## src/rtl/proc_trace_buf.sv

```systemverilog
// Hardware trace buffer for the proc core: stamps qualifying op_code/alu_out cycles
// into a circular FIFO and drains them on a valid/ready port, counting lost samples.
module proc_trace_buf #(
  parameter int                      OPCODE_WIDTH = 5,
  parameter int                      VALUE_WIDTH  = 8,
  parameter int                      DEPTH        = 16,
  parameter int                      SEQ_WIDTH    = 16,
  parameter int                      DROP_WIDTH   = 8,
  parameter bit                      FILTER_NOP   = 1'b1,
  parameter logic [OPCODE_WIDTH-1:0] NOP_CODE     = '0
) (
  input  logic                       clk,
  input  logic                       rst,
  input  logic                       trace_en,
  input  logic                       clr,
  input  logic [OPCODE_WIDTH-1:0]    op_code,
  input  logic [VALUE_WIDTH-1:0]     alu_out,
  output logic                       out_valid,
  input  logic                       out_ready,
  output logic [SEQ_WIDTH-1:0]       out_seq,
  output logic [OPCODE_WIDTH-1:0]    out_op,
  output logic [VALUE_WIDTH-1:0]     out_val,
  output logic [$clog2(DEPTH):0]     level,
  output logic                       overflow,
  output logic [DROP_WIDTH-1:0]      drop_cnt
);

  localparam int                PTR_W    = $clog2(DEPTH);
  localparam int                LVL_W    = PTR_W + 1;
  localparam logic [LVL_W-1:0]  FULL_LVL = LVL_W'(DEPTH);

  typedef struct packed {
    logic [SEQ_WIDTH-1:0]    seq;
    logic [OPCODE_WIDTH-1:0] op;
    logic [VALUE_WIDTH-1:0]  val;
  } entry_t;

  entry_t               mem [DEPTH];
  logic [PTR_W-1:0]     wptr;
  logic [PTR_W-1:0]     rptr;
  logic [SEQ_WIDTH-1:0] seq_cnt;
  logic [LVL_W-1:0]     level_nxt;
  logic                 flush;
  logic                 qualify;
  logic                 full;
  logic                 pop;
  logic                 push;
  logic                 drop;

  // Sample qualification and FIFO handshake decode.
  always_comb begin
    // NOTE: every always_comb output gets a default first so no path can infer a latch.
    flush   = rst | clr;
    qualify = trace_en & ~(FILTER_NOP & (op_code == NOP_CODE));
    full    = (level == FULL_LVL);
    pop     = out_valid & out_ready;
    // A full FIFO still accepts a sample when the head leaves in the same cycle.
    push    = qualify & (~full | pop);
    drop    = qualify & full & ~pop;
  end

  always_comb begin
    level_nxt = level;
    unique case ({push, pop})
      2'b10:   level_nxt = level + LVL_W'(1);
      2'b01:   level_nxt = level - LVL_W'(1);
      default: level_nxt = level;
    endcase
  end

  // Control state: pointers, occupancy, stamp counter and drop accounting.
  always_ff @(posedge clk) begin
    // NOTE: sequential state uses non-blocking assignments so every flop samples pre-edge values.
    if (flush) begin
      wptr      <= '0;
      rptr      <= '0;
      level     <= '0;
      out_valid <= 1'b0;
      seq_cnt   <= '0;
      overflow  <= 1'b0;
      drop_cnt  <= '0;
    end else begin
      if (push) wptr <= wptr + PTR_W'(1);
      if (pop)  rptr <= rptr + PTR_W'(1);
      level     <= level_nxt;
      out_valid <= (level_nxt != '0);
      // Stamps advance on drops too, so gaps in out_seq reveal lost entries.
      if (qualify) seq_cnt <= seq_cnt + SEQ_WIDTH'(1);
      if (drop) begin
        overflow <= 1'b1;
        if (~&drop_cnt) drop_cnt <= drop_cnt + DROP_WIDTH'(1);
      end
    end
  end

  // Entry storage.
  always_ff @(posedge clk) begin
    // NOTE: the array is deliberately not reset; pointers and level alone define validity.
    if (push && !flush) begin
      mem[wptr] <= '{seq: seq_cnt, op: op_code, val: alu_out};
    end
  end

  // Head is read straight from registered storage, and forced to zero when empty.
  always_comb begin
    out_seq = '0;
    out_op  = '0;
    out_val = '0;
    if (out_valid) begin
      out_seq = mem[rptr].seq;
      out_op  = mem[rptr].op;
      out_val = mem[rptr].val;
    end
  end

endmodule
```

## config.mk

```make
export PLATFORM = sky130hd
export DESIGN_NAME = proc_trace_buf
export DESIGN_NICKNAME = d
export VERILOG_FILES = /design/src/rtl/proc_trace_buf.sv
export SDC_FILE = /design/constraint.sdc
export NUM_CORES = 1
export LEC_CHECK = 0
export ABC_AREA = 1
export CAP_MARGIN = 10
export CELL_PAD_IN_SITES_DETAIL_PLACEMENT = 0
export CELL_PAD_IN_SITES_GLOBAL_PLACEMENT = 1
export CORE_MARGIN = 2
export CORE_UTILIZATION = 30
export CTS_BUF_LIST = sky130_fd_sc_hd__clkbuf_8
export DETAILED_ROUTE_END_ITERATION = 6
export DONT_BUFFER_PORTS = 1
export PLACE_DENSITY_LB_ADDON = 0.25
export SYNTH_ARGS = -nofsm -noshare
export SYNTH_HDL_FRONTEND = slang
export SYNTH_SLANG_ARGS = --single-unit
```

## constraint.sdc

```tcl
create_clock -name clk -period 5.7 [get_ports clk]
set_clock_uncertainty 0.2 [all_clocks]
set_input_delay 1.71 -clock clk [delete_from_list [all_inputs] [get_ports clk]]
set_output_delay 1.71 -clock clk [all_outputs]
set_load 0.05 [all_outputs]
```

# Yosys cells after proc, flatten, opt, wreduce, memory -nomap -nowiden
# Memory sizes are Yosys's and may differ from the RTL's. A register that Yosys moved wholly into a read port is not among the register bits.
# Index checks and enable logic that the tools add are counted.
# Widths: inputs -> output; s select.
[totals]
regBits = 39
ram_bits = 464
in_bits = 18
output_inout_bits = 44
word_cells = 42
n_memories = 1
[op_classes]
add_sub_neg = 6
n_eq_ne = 3
n_mux = 8
bitwise_logic = 11
reduce_logical = 6
[memory_table]
columns = ["memory", "words", "word_bits", "rd", "rd_clocked_by_memory_dff", "write_ports", "line", "source"]
rows = [
  ["mem", 16, 29, 1, 1, 1, "38", "entry_t mem [DEPTH];"],
]
[op_table]
columns = ["op", "n"]
rows = [
  ["$add 16x1->16 const B", 1],
  ["$mux 16", 1],
  ["$pmux 5 s2", 1],
  ["$add 4x1->4 const B", 2],
  ["$add 8x1->8 const B", 1],
  ["$mux 4", 2],
  ["$mux 8", 1],
  ["$reduce_and 8->1", 1],
  ["$add 5x1->5 const B", 1],
  ["$and 1x1->1", 5],
  ["$eq 5x5->1 const B", 1],
  ["$logic_not 5->1", 1],
  ["$mux 5", 1],
  ["$reduce_bool 5->1", 1],
  ["$sub 5x1->5 const B", 1],
  ["$not 1->1", 4],
  ["$eq 2x1->1 const B", 1],
  ["$eq 2x2->1 const B", 1],
  ["$mux 1", 2],
  ["$or 1x1->1", 2],
  ["$reduce_and 2->1", 1],
  ["$logic_and 1x1->1", 1],
  ["$logic_not 1->1", 1],
]

# Longest topological paths before layout
# Gate-level depths: netlist (run 1).
[logic_depth]
depth_word = 7
ltp_mapped = 17
mapped_depth_nobuf = 17

# Least setup slack after synthesis (run 1)
# Ideal clock, no wire load.
[synth_path]
path_type = "input port to flip-flop"
from = "input port clr"
to = "memory mem[5][0] (netlist name), enable pin"
setup_ps = 451
arrival_ps = 4502
required_time_ps = 5049
path_slack_ps = 547
cell_stages = 5
n_path_buf = 0
path_cell_list = "nor2_1 > clkinv_1 > nor2_1 > inv_1 > nor3_1"
[synth_via]
elab_chain_len = 5
[synth_lines]
columns = ["item", "line", "source"]
rows = [
  ["start, declared", "15", "input logic clr,"],
  ["$or 1x1->1", "53", "flush = rst | clr;"],
  ["$logic_not 1->1", "99", "if (push && !flush) begin"],
  ["$logic_and 1x1->1", "99", ""],
  ["$mux 1", "99", ""],
  ["$mux 1 (not written as such)", "100", "mem[wptr] <= '{seq: seq_cnt, op: op_code, val: alu_out};"],
  ["end, declared", "38", ""],
]
# Every way passes these cells.

==> results of run 1 <==
-- worst max-delay path, stage by stage, from the launching register on --
cell      delay (ps)
dfxtp_4          450
inv_4            500
buf_4            400
buf_4            220
o21ai_1           70
o221ai_1         180
o211ai_1         110
a21oi_1          290
buf_4            270
-- placed cells by master, fill, tap and decap left out, drive strengths merged --
cell type / instances
ha: 10
o21ai: 247
xor2: 7
clkbuf: 89
a21oi: 61
a211oi: 2
o22ai: 29
fa: 1
bufinv: 5
inv: 72
o211ai: 29
edfxtp: 464
o221ai: 87
nand3: 46
clkinv: 34
nor2: 274
nand2: 66
buf: 65
nand4: 4
clkinvlp: 1
a31oi: 2
nor3: 15
dfxtp: 43
-- flip-flops by register name (all words and copies together) (netlist names), named ones only --
name       count
level          5
out_valid      1
mem          464
overflow       1
drop_cnt       8
wptr           4
seq_cnt       16
rptr           4
-- power breakdown --
| group | internal (mW) | switching [mW] | total, mW |
|---|---|---|---|
| Sequential | 4.04 | 0.0157 | 4.06 |
| Combinational | 0.0487 | 0.137 | 0.186 |
| Clock | 1.69 | 1.50 | 3.19 |
| Total | 5.78 | 1.65 | 7.43 |
-- how the worst max path moves through the flow --
| stage | startpoint | endpoint | slack [ps] |
|---|---|---|---|
| final | flop | out_val[2] | 600 |
| after detailed placement | op_code[1] | mem[0][6] | 1110 |
| after global routing | flop | out_val[2] | 400 |
| after CTS | flop | out_seq[7] | 520 |
| after global placement | op_code[1] | mem[0][0] | 1190 |
| after floorplan | clr | mem[5][0] | 550 |
-- per-stage QoR --
stage	hold slack [ps]	area, um^2	setup slack [ps]	instances	total power, mW
6_report	245	22900	596	2517	7.43
5_1_grt	276	22900	402	2517	7.71
4_1_cts	234	22900	523	2517	7.53
3_5_place_dp	218	21300	1110	2361	4.32
3_3_place_gp	220	21300	1190	2361	4.32
2_1_floorplan	212	20100	547	1533	4.26
-- layer usage --
layer	GRT usage (%)	vias to the layer above
li1	-	5888
met1	21.4	6362
met2	24.8	323
met3	3.34	90
met4	4.34	0
met5	0	-
-- logic make-up (layout without fill, tap and decap cells) --
family                     count (synthesis)  in the layout  share of synthesized area [%]
DFF                                      507            507                           73.6
adders and majority gates                 11             11                          0.722
AOI/OAI and AO/OA                        457            457                           13.6
buffers and inverters                    146            266                           3.67
xor gates and xnor gates                   7              7                          0.305
and+or+nand+nor                          405            405                           8.12
-- cell type report --
| class | count | area (um^2) |
|---|---|---|
| fill | 6498 | 43200 |
| sequential | 507 | 14800 |
| multi-input combinational | 880 | 4670 |
| clock buffer | 89 | 1220 |
| tap | 864 | 1080 |
| timing repair buffer | 65 | 526 |
| clock inverter | 67 | 444 |
| inverter | 45 | 179 |
==> run summary, run 1 <==
Final Max Slew Viols: 0
die outline height: 263 um
# port buffers: 0
Synth area leaders: edfxtp_1 69%, o21ai_0 5.3%, nor2_1 5.1%
vias per inst: 5.03
Startpoint Class: flop
Mean Syn Cell Area: 13.1 um^2
Worst Tran Pin Value: 1100 ps
fmax: 196 MHz
crit end category: output port
worst flop-to-flop path endpoint: mem[0][12]
Num CTS Buffers: 88
Top Layer Used: met4
ant diodes: 0
Initial Utilization: 30.4%
status: complete, no violations
final setup TNS: 0 ps
YS warnings: 0
met1 wire length: 25000 um
critical path class: reg -> out
routed length on met2: 24700 um
largest net degree at the start of global routing: 233
prevailing post-synth register cell: edfxtp_1
Hold Vio Cnt, Final: 0
most numerous cell in the Yosys netlist: edfxtp_1
pwr dens: 324 nW/um^2
Ports: 62
core box area: 66100 um^2
top post-synthesis cells by count: 464 x edfxtp_1, 271 x nor2_1, 213 x o21ai_0, 87 x o221ai_1, 63 x nand2_1
Routed WL per cell: 21.3 um
post-synthesis cell area: 20100 um^2
CTS Hold Bufs: 0
Max Root-Sink Buffers: 3
Remaining Overflow, GRT: 0
FF-to-FF path depth: 9
H-tree level count: 3
vias in the first global route: 12900
crit path DAT: 3190 ps
CTS root buffer: clkbuf_8
drt first pass iters: 5
ys async rst share: 0%
Final #Nets: 1616
Final Routed Wirelength: 53500 um
clk_lat worst skew: 670 ps
EDFF count, synth: 464
Worst Hold Launch: rptr[3]
Total GRT Usage: 15.6%
post-CTS setup repair buffer count: 0
Clock transition at path regs: 60 ps
area leader, netlist: edfxtp_1
RSZ-0062 raised after global routing: no
Row Count: 94
CTS tree: built
Worst EP required: 3790 ps
Area Overhead vs Synth: 14.1%
layout cell share with drive strength beyond 1: 12.3%
hold path depth: 1
Peak supply drop: 0.173 mV
cts repair resizes: 0
worst hold path type: reg -> reg
final cycle utilization of the critical path: 89.5%
max cap viols: 0
initial antenna violation count: 0
Leak Pwr: 7.31 nW
Routed Antenna Nets: 0
post-layout util: 34.7%
RR Startpoint: out_valid
CTS sink count: 507
reg2reg setup slack: 2270 ps
post-synthesis cell type count: 35
width of the die: 263 um
Final setup violation count: 0
Die Footprint: 69100 um^2
met3 WL: 2850 um
Synth Instances: 1533
sequential area share after synthesis: 73.6%
routability cong.: 0.737
DRC: 0
first-pass GRT wire length: 81600 um
CP max FO: 49
Synth top area share: 69.3%
drt initial violations: 748
Slew headroom: 26.2%
crit path time final: 5100 ps
synthesized flop and latch total: 507
via count: 12700
DP HPWL: 28600 um
Syn Nets: 1562
(Power assumes the default switching activity.)
==> run 2, diff against run 1 <==
Clock period 5.7 ns to 4.96 ns, I/O delays scaled along.
==> run 2 against run 1 <==
Effect of this change: highest routed layer is now met5; largest cell class unchanged; critical path type unchanged; critical endpoint is now out_seq[7]; critical path depth fell by 1; sequential share of layout area shrank 0.25 points; die area did not move.
==> run summary, run 2 (same netlist as run 1, synthesis figures left out) <==
commonest non-fill, non-tap cell in the layout: edfxtp_1 (unchanged)
Psw: 1.91 mW (was 1.65 mW)
Peak supply drop: 0.158 mV (was 0.173 mV)
Worst Hold Launch: rptr[3] (unchanged)
Final setup violation count: 0 (unchanged)
clk_lat worst skew: 660 ps (was 670 ps)
Largest regs: mem (464), seq_cnt (16), drop_cnt (8) (unchanged)
Max Root-Sink Buffers: 3 (unchanged)
final setup margin: 201 ps (was 596 ps)
pre-CTS setup slack: 819 ps (was 1110 ps)
Final Routed Wirelength: 54000 um (was 53500 um)
CTS tree: built (unchanged)
ant diodes: 0 (unchanged)
Hold Vio Cnt, Final: 0 (unchanged)
first-pass GRT wire length: 81700 um (was 81600 um)
largest net degree at the start of global routing: 127 (was 233)
crit path time final: 4760 ps
routability cong.: 0.719 (was 0.737)
Total GRT Usage: 15.6% (about the same)
Area after DPL: 21400 um^2 (was 21300 um^2)
Inst Count DP: 2373 (was 2361)
Initial Utilization: 30.4% (unchanged)
Area Overhead vs Synth: 14.5% (was 14.1%)
pwr dens: 367 nW/um^2 (was 324 nW/um^2)
width of the die: 263 um (unchanged)
Num CTS Buffers: 89 (was 88)
RSZ-0062 raised after global routing: no (unchanged)
most frequent cells in the layout: 464 x edfxtp_1, 262 x nor2_1, 213 x o21ai_0 (unchanged)
Worst EP required: 3270 ps (was 3790 ps)
worst hold path type: reg -> reg (unchanged)
status: complete, no violations (unchanged)
Routed WL per cell: 21.3 um (about the same)
# fillers: 6507 (was 6498)
post-CTS setup repair buffer count: 0 (unchanged)
buffer and inverter count on the worst path: 3 (was 4)
# port buffers: 0 (unchanged)
drt initial violations: 917 (was 748)
switching share of power: 22.6% (was 22.2%)
final cycle utilization of the critical path: 95.9%
critical path class: reg -> out (unchanged)
Clk pwr share: 42.2% (was 42.9%)
Startpoint Class: flop (unchanged)
Post-Layout Cell Count: 2535 (was 2517)
layout cell share with drive strength beyond 1: 13.4% (was 12.3%)
DP HPWL: 28700 um (was 28600 um)
cts repair resizes: 0 (unchanged)
internal cell power: 6.55 mW (was 5.78 mW)
design area: 23000 um^2 (was 22900 um^2)
Routed Antenna Nets: 0 (unchanged)
drt first pass iters: 6 (was 5)
register share of total power: 55.2% (was 54.6%)
max cap viols: 0 (unchanged)
initial antenna violation count: 1 (was 0)
Final #Nets: 1629 (was 1616)
crit end category: output port (unchanged)
CP top delay family: buffers and inverters (unchanged)
CTS sink count: 507 (unchanged)
Slew headroom: 34.1% (was 26.2%)
Tot Pwr: 8.45 mW (was 7.43 mW)
crit path DAT: 3070 ps (was 3190 ps)
Remaining Overflow, GRT: 0 (unchanged)
Leak Pwr: 7.30 nW (was 7.31 nW)
CTS Hold Bufs: 0 (unchanged)
Logic pwr share: 2.6% (was 2.5%)
crit-path cells: inv_8, buf_12, o21ai_0, o221ai_1, nand3_1, a21oi_1, buf_4 (was inv_4, buf_4, buf_4, o21ai_1, o221ai_1, o211ai_1, a21oi_1, buf_4)
Final Max Slew Viols: 0 (unchanged)
Ports: 62 (unchanged)
via count: 12800 (was 12700)
final setup TNS: 0 ps (unchanged)
vias in the first global route: 13000 (was 12900)
CTS root buffer: clkbuf_8 (unchanged)
slowest stage cell, crit path: dfxtp_4 (was inv_4)
Clock transition at path regs: 60 ps (about the same)
H-tree level count: 3 (unchanged)
Die Footprint: 69100 um^2 (unchanged)
CP max FO: 64 (was 49)
Row Count: 94 (unchanged)
vias per inst: 5.04 (was 5.03)
DRC: 0 (unchanged)
CP max stage delay: 450 ps (was 500 ps)
fmax: 210 MHz
Largest Register: mem (unchanged)
Worst Tran Pin Value: 989 ps (was 1100 ps)
die outline height: 263 um (unchanged)
core box area: 66100 um^2 (unchanged)
max reg flops: 464 (unchanged)
RR Startpoint: out_valid (unchanged)
[run 2: worst paths after layout]
| kind | to | slack (ps) | cells past startpoint |
|---|---|---|---|
| worst min-delay path | flop | 230 | 1 |
| worst max-delay path | out_seq[7] | 200 | 7 |
| worst min register to register | flop | 230 | 1 |
| worst max register to register | mem[13][8] | 1690 | 9 |
[run 2: final cells by class]
cell class,count,area (um^2),area share (%)
Timing Repair Buffer,77,632,2.74
Clock buffer,92,1270,5.50
Inverter,45,179,0.777
Tap cell,864,1080,4.70
Clock inverter,70,379,1.65
Multi-Input combinational cell,880,4680,20.3
Sequential cell,507,14800,64.3
[run 2: metal layers]
layer  vias up  part of all wire (%)  track usage [%]
met5         -                 0.020                0
met4         2                   2.6             5.54
met3       105                   5.5             3.42
met2       321                    47             25.0
met1      6413                    45             20.9
li1       5923                     -                -
[run 2: power groups by stage]
stage | combinational [mW] | clock, mW | sequential [mW]
floorplan | 0.154 | 0 | 4.75
finish | 0.220 | 3.57 | 4.66
detailed placement | 0.223 | 0 | 4.75
CTS | 0.224 | 3.68 | 4.66
global route | 0.241 | 3.87 | 4.66
global placement | 0.222 | 0 | 4.75
[run 2: worst reg2reg max path, stage by stage (launching register included)]
cell     delay [ps]
dfxtp_1         740
nand2_1         280
inv_1           230
nor2_1           90
inv_1            80
nand2_1         120
nor2_1          180
inv_1           180
nor3_2          410
buf_4           400
[run 2: per-stage QoR]
step,util [%],hold slack (ps)
global route,34.8,292
global placement,32.3,221
detailed placement,32.3,226
CTS,34.8,235
finish,34.8,231
floorplan,-,212
==> run 3, diff against run 2 <==
Settings changed: PLACE_DENSITY_LB_ADDON 0.25 to 0.1.
==> run 3 against run 2 <==
Effect of this change: flip-flop and latch count unchanged; cell count increased by 0.20%; routed wire length increased by 9.9%; global-route usage increased by 1.6 points; combinational power increased by 4%; die area unchanged; hold slack improved by 10 ps; critical path depth decreased by 1; count of clock-buffer cells in the layout increased by 12; first-iteration DRC count decreased by 8.3%.
==> run summary, run 3 (same netlist as run 1, synthesis figures left out) <==
status: complete, no violations (unchanged)
register share of total power: 54.0% (was 55.2%)
clk_lat worst skew: 690 ps (was 660 ps)
final setup TNS: 0 ps (unchanged)
Final Max Slew Viols: 0 (unchanged)
commonest non-fill, non-tap cell in the layout: edfxtp_1 (unchanged)
Psw: 1.93 mW (was 1.91 mW)
max reg flops: 464 (unchanged)
H-tree level count: 3 (unchanged)
crit path DAT: 2940 ps (was 3070 ps)
vias in the first global route: 13100 (was 13000)
# port buffers: 0 (unchanged)
initial antenna violation count: 1 (unchanged)
CTS root buffer: clkbuf_8 (unchanged)
Routed WL per cell: 23.4 um (was 21.3 um)
width of the die: 263 um (unchanged)
CP max FO: 70 (was 64)
CTS tree: built (unchanged)
Worst Tran Pin Value: 848 ps (was 989 ps)
CTS sink count: 507 (unchanged)
largest net degree at the start of global routing: 124 (was 127)
vias per inst: 5.04 (about the same)
Final Routed Wirelength: 59300 um (was 54000 um)
routability cong.: 0.744 (was 0.719)
Largest regs: mem (464), seq_cnt (16), drop_cnt (8) (unchanged)
core box area: 66100 um^2 (unchanged)
worst hold path type: reg -> reg (unchanged)
worst flop-to-flop path endpoint: mem[1][6] (was mem[13][8])
drt initial violations: 841 (was 917)
max cap viols: 0 (unchanged)
Initial Utilization: 30.4% (unchanged)
Max Root-Sink Buffers: 3 (unchanged)
fmax: 216 MHz (was 210 MHz)
RR Startpoint: level[1] (was out_valid)
reg2reg setup slack: 1880 ps (was 1690 ps)
Remaining Overflow, GRT: 0 (unchanged)
CP most frequent cell: buf_4
Routed Antenna Nets: 0 (unchanged)
Num CTS Buffers: 93 (was 89)
internal cell power: 6.71 mW (was 6.55 mW)
Clk pwr share: 43.4% (was 42.2%)
Slew headroom: 43.4% (was 34.1%)
DRC: 0 (unchanged)
Row Count: 94 (unchanged)
Leak Pwr: 7.44 nW (was 7.30 nW)
Total GRT Usage: 17.2% (was 15.6%)
final cycle utilization of the critical path: 93.3% (was 95.9%)
via count: 12800 (about the same)
Hold Vio Cnt, Final: 0 (unchanged)
Area Overhead vs Synth: 15.5% (was 14.5%)
Logic pwr share: 2.7% (was 2.6%)
drt first pass iters: 4 (was 6)
crit end category: output port (unchanged)
post-CTS setup repair buffer count: 0 (unchanged)
switching share of power: 22.3% (was 22.6%)
cts repair resizes: 0 (unchanged)
Largest Register: mem (unchanged)
RSZ-0062 raised after global routing: no (unchanged)
Final setup violation count: 0 (unchanged)
CP max stage delay: 620 ps (was 450 ps)
crit path time final: 4630 ps (was 4760 ps)
FF-to-FF path depth: 9 (unchanged)
CTS Hold Bufs: 0 (unchanged)
pwr dens: 372 nW/um^2 (was 367 nW/um^2)
critical path class: reg -> out (unchanged)
layout cell share with drive strength beyond 1: 13.7% (was 13.4%)
DP HPWL: 32400 um (was 28700 um)
Startpoint Class: flop (unchanged)
Clock transition at path regs: 50 ps (was 60 ps)
Critical Path End: out_seq[9] (was out_seq[7])
first-pass GRT wire length: 88200 um (was 81700 um)
slowest stage cell, crit path: buf_4 (was dfxtp_4)
die outline height: 263 um (unchanged)
Ports: 62 (unchanged)
Peak supply drop: 0.147 mV (was 0.158 mV)
post-layout util: 35.1% (was 34.8%)
most frequent cells in the layout: 464 x edfxtp_1, 262 x nor2_1, 213 x o21ai_0 (unchanged)
crit-path cells: buf_4, o21ai_0, o221ai_1, nand3_1, a21oi_1, buf_4 (was inv_8, buf_12, o21ai_0, o221ai_1, nand3_1, a21oi_1, buf_4)
Die Footprint: 69100 um^2 (unchanged)
Worst EP required: 3270 ps (about the same)
Final #Nets: 1637 (was 1629)
run 3: worst min-delay path by stage:
stage	end	start	cells after the start	slack [ps]
2_1_floorplan	flop	rptr[3]	1	210
3_3_place_gp	flop	rptr[3]	1	220
3_5_place_dp	flop	rptr[3]	1	230
4_1_cts	flop	rptr[3]	1	240
5_1_grt	flop	rptr[3]	1	280
6_report	flop	rptr[3]	1	240
run 3: power by group through the flow:
| stage | combinational [mW] | clock, mW | sequential (mW) |
|---|---|---|---|
| 4_1_cts | 0.234 | 3.89 | 4.66 |
| 2_1_floorplan | 0.154 | 0 | 4.75 |
| 3_3_place_gp | 0.234 | 0 | 4.75 |
| 3_5_place_dp | 0.233 | 0 | 4.75 |
| 5_1_grt | 0.250 | 4.06 | 4.66 |
| 6_report | 0.229 | 3.75 | 4.66 |
run 3: area by class of cell:
type                       instances  area, um^2
tap                              864        1080
sequential                       507       14800
clock buffer                     104        1430
antenna                            3        7.51
inverter                          45         179
fill                            6511       42900
clock inverter                    56         289
timing repair buffer              81         746
multi-input combinational        880        4670
run 3: routing by layer:
layer	track usage [%]	up-vias	part of all wire, %
met5	0	-	0
li1	-	5933	-
met2	27.5	264	46
met1	23.5	6499	47
met4	5.34	0	2.4
met3	3.32	104	4.0
run 3: critical path: cells and delay by family (launching register included):
family,cells,cell delay [ps]
buffers and inverters,2,870
AOI/OAI and AO/OA,3,730
DFF,1,440
and+or+nand+nor,1,170
run 3: through the flow:
step | setup WS, ps | instance area (um^2) | hold WS (ps) | power [mW] | cells
3_5_place_dp | 813 | 21500 | 226 | 4.98 | 2377
6_report | 332 | 23200 | 242 | 8.64 | 2540
2_1_floorplan | 28.8 | 20100 | 212 | 4.90 | 1533
5_1_grt | 117 | 23200 | 277 | 8.97 | 2539
4_1_cts | 228 | 23200 | 237 | 8.78 | 2537
3_3_place_gp | 883 | 21500 | 224 | 4.98 | 2377
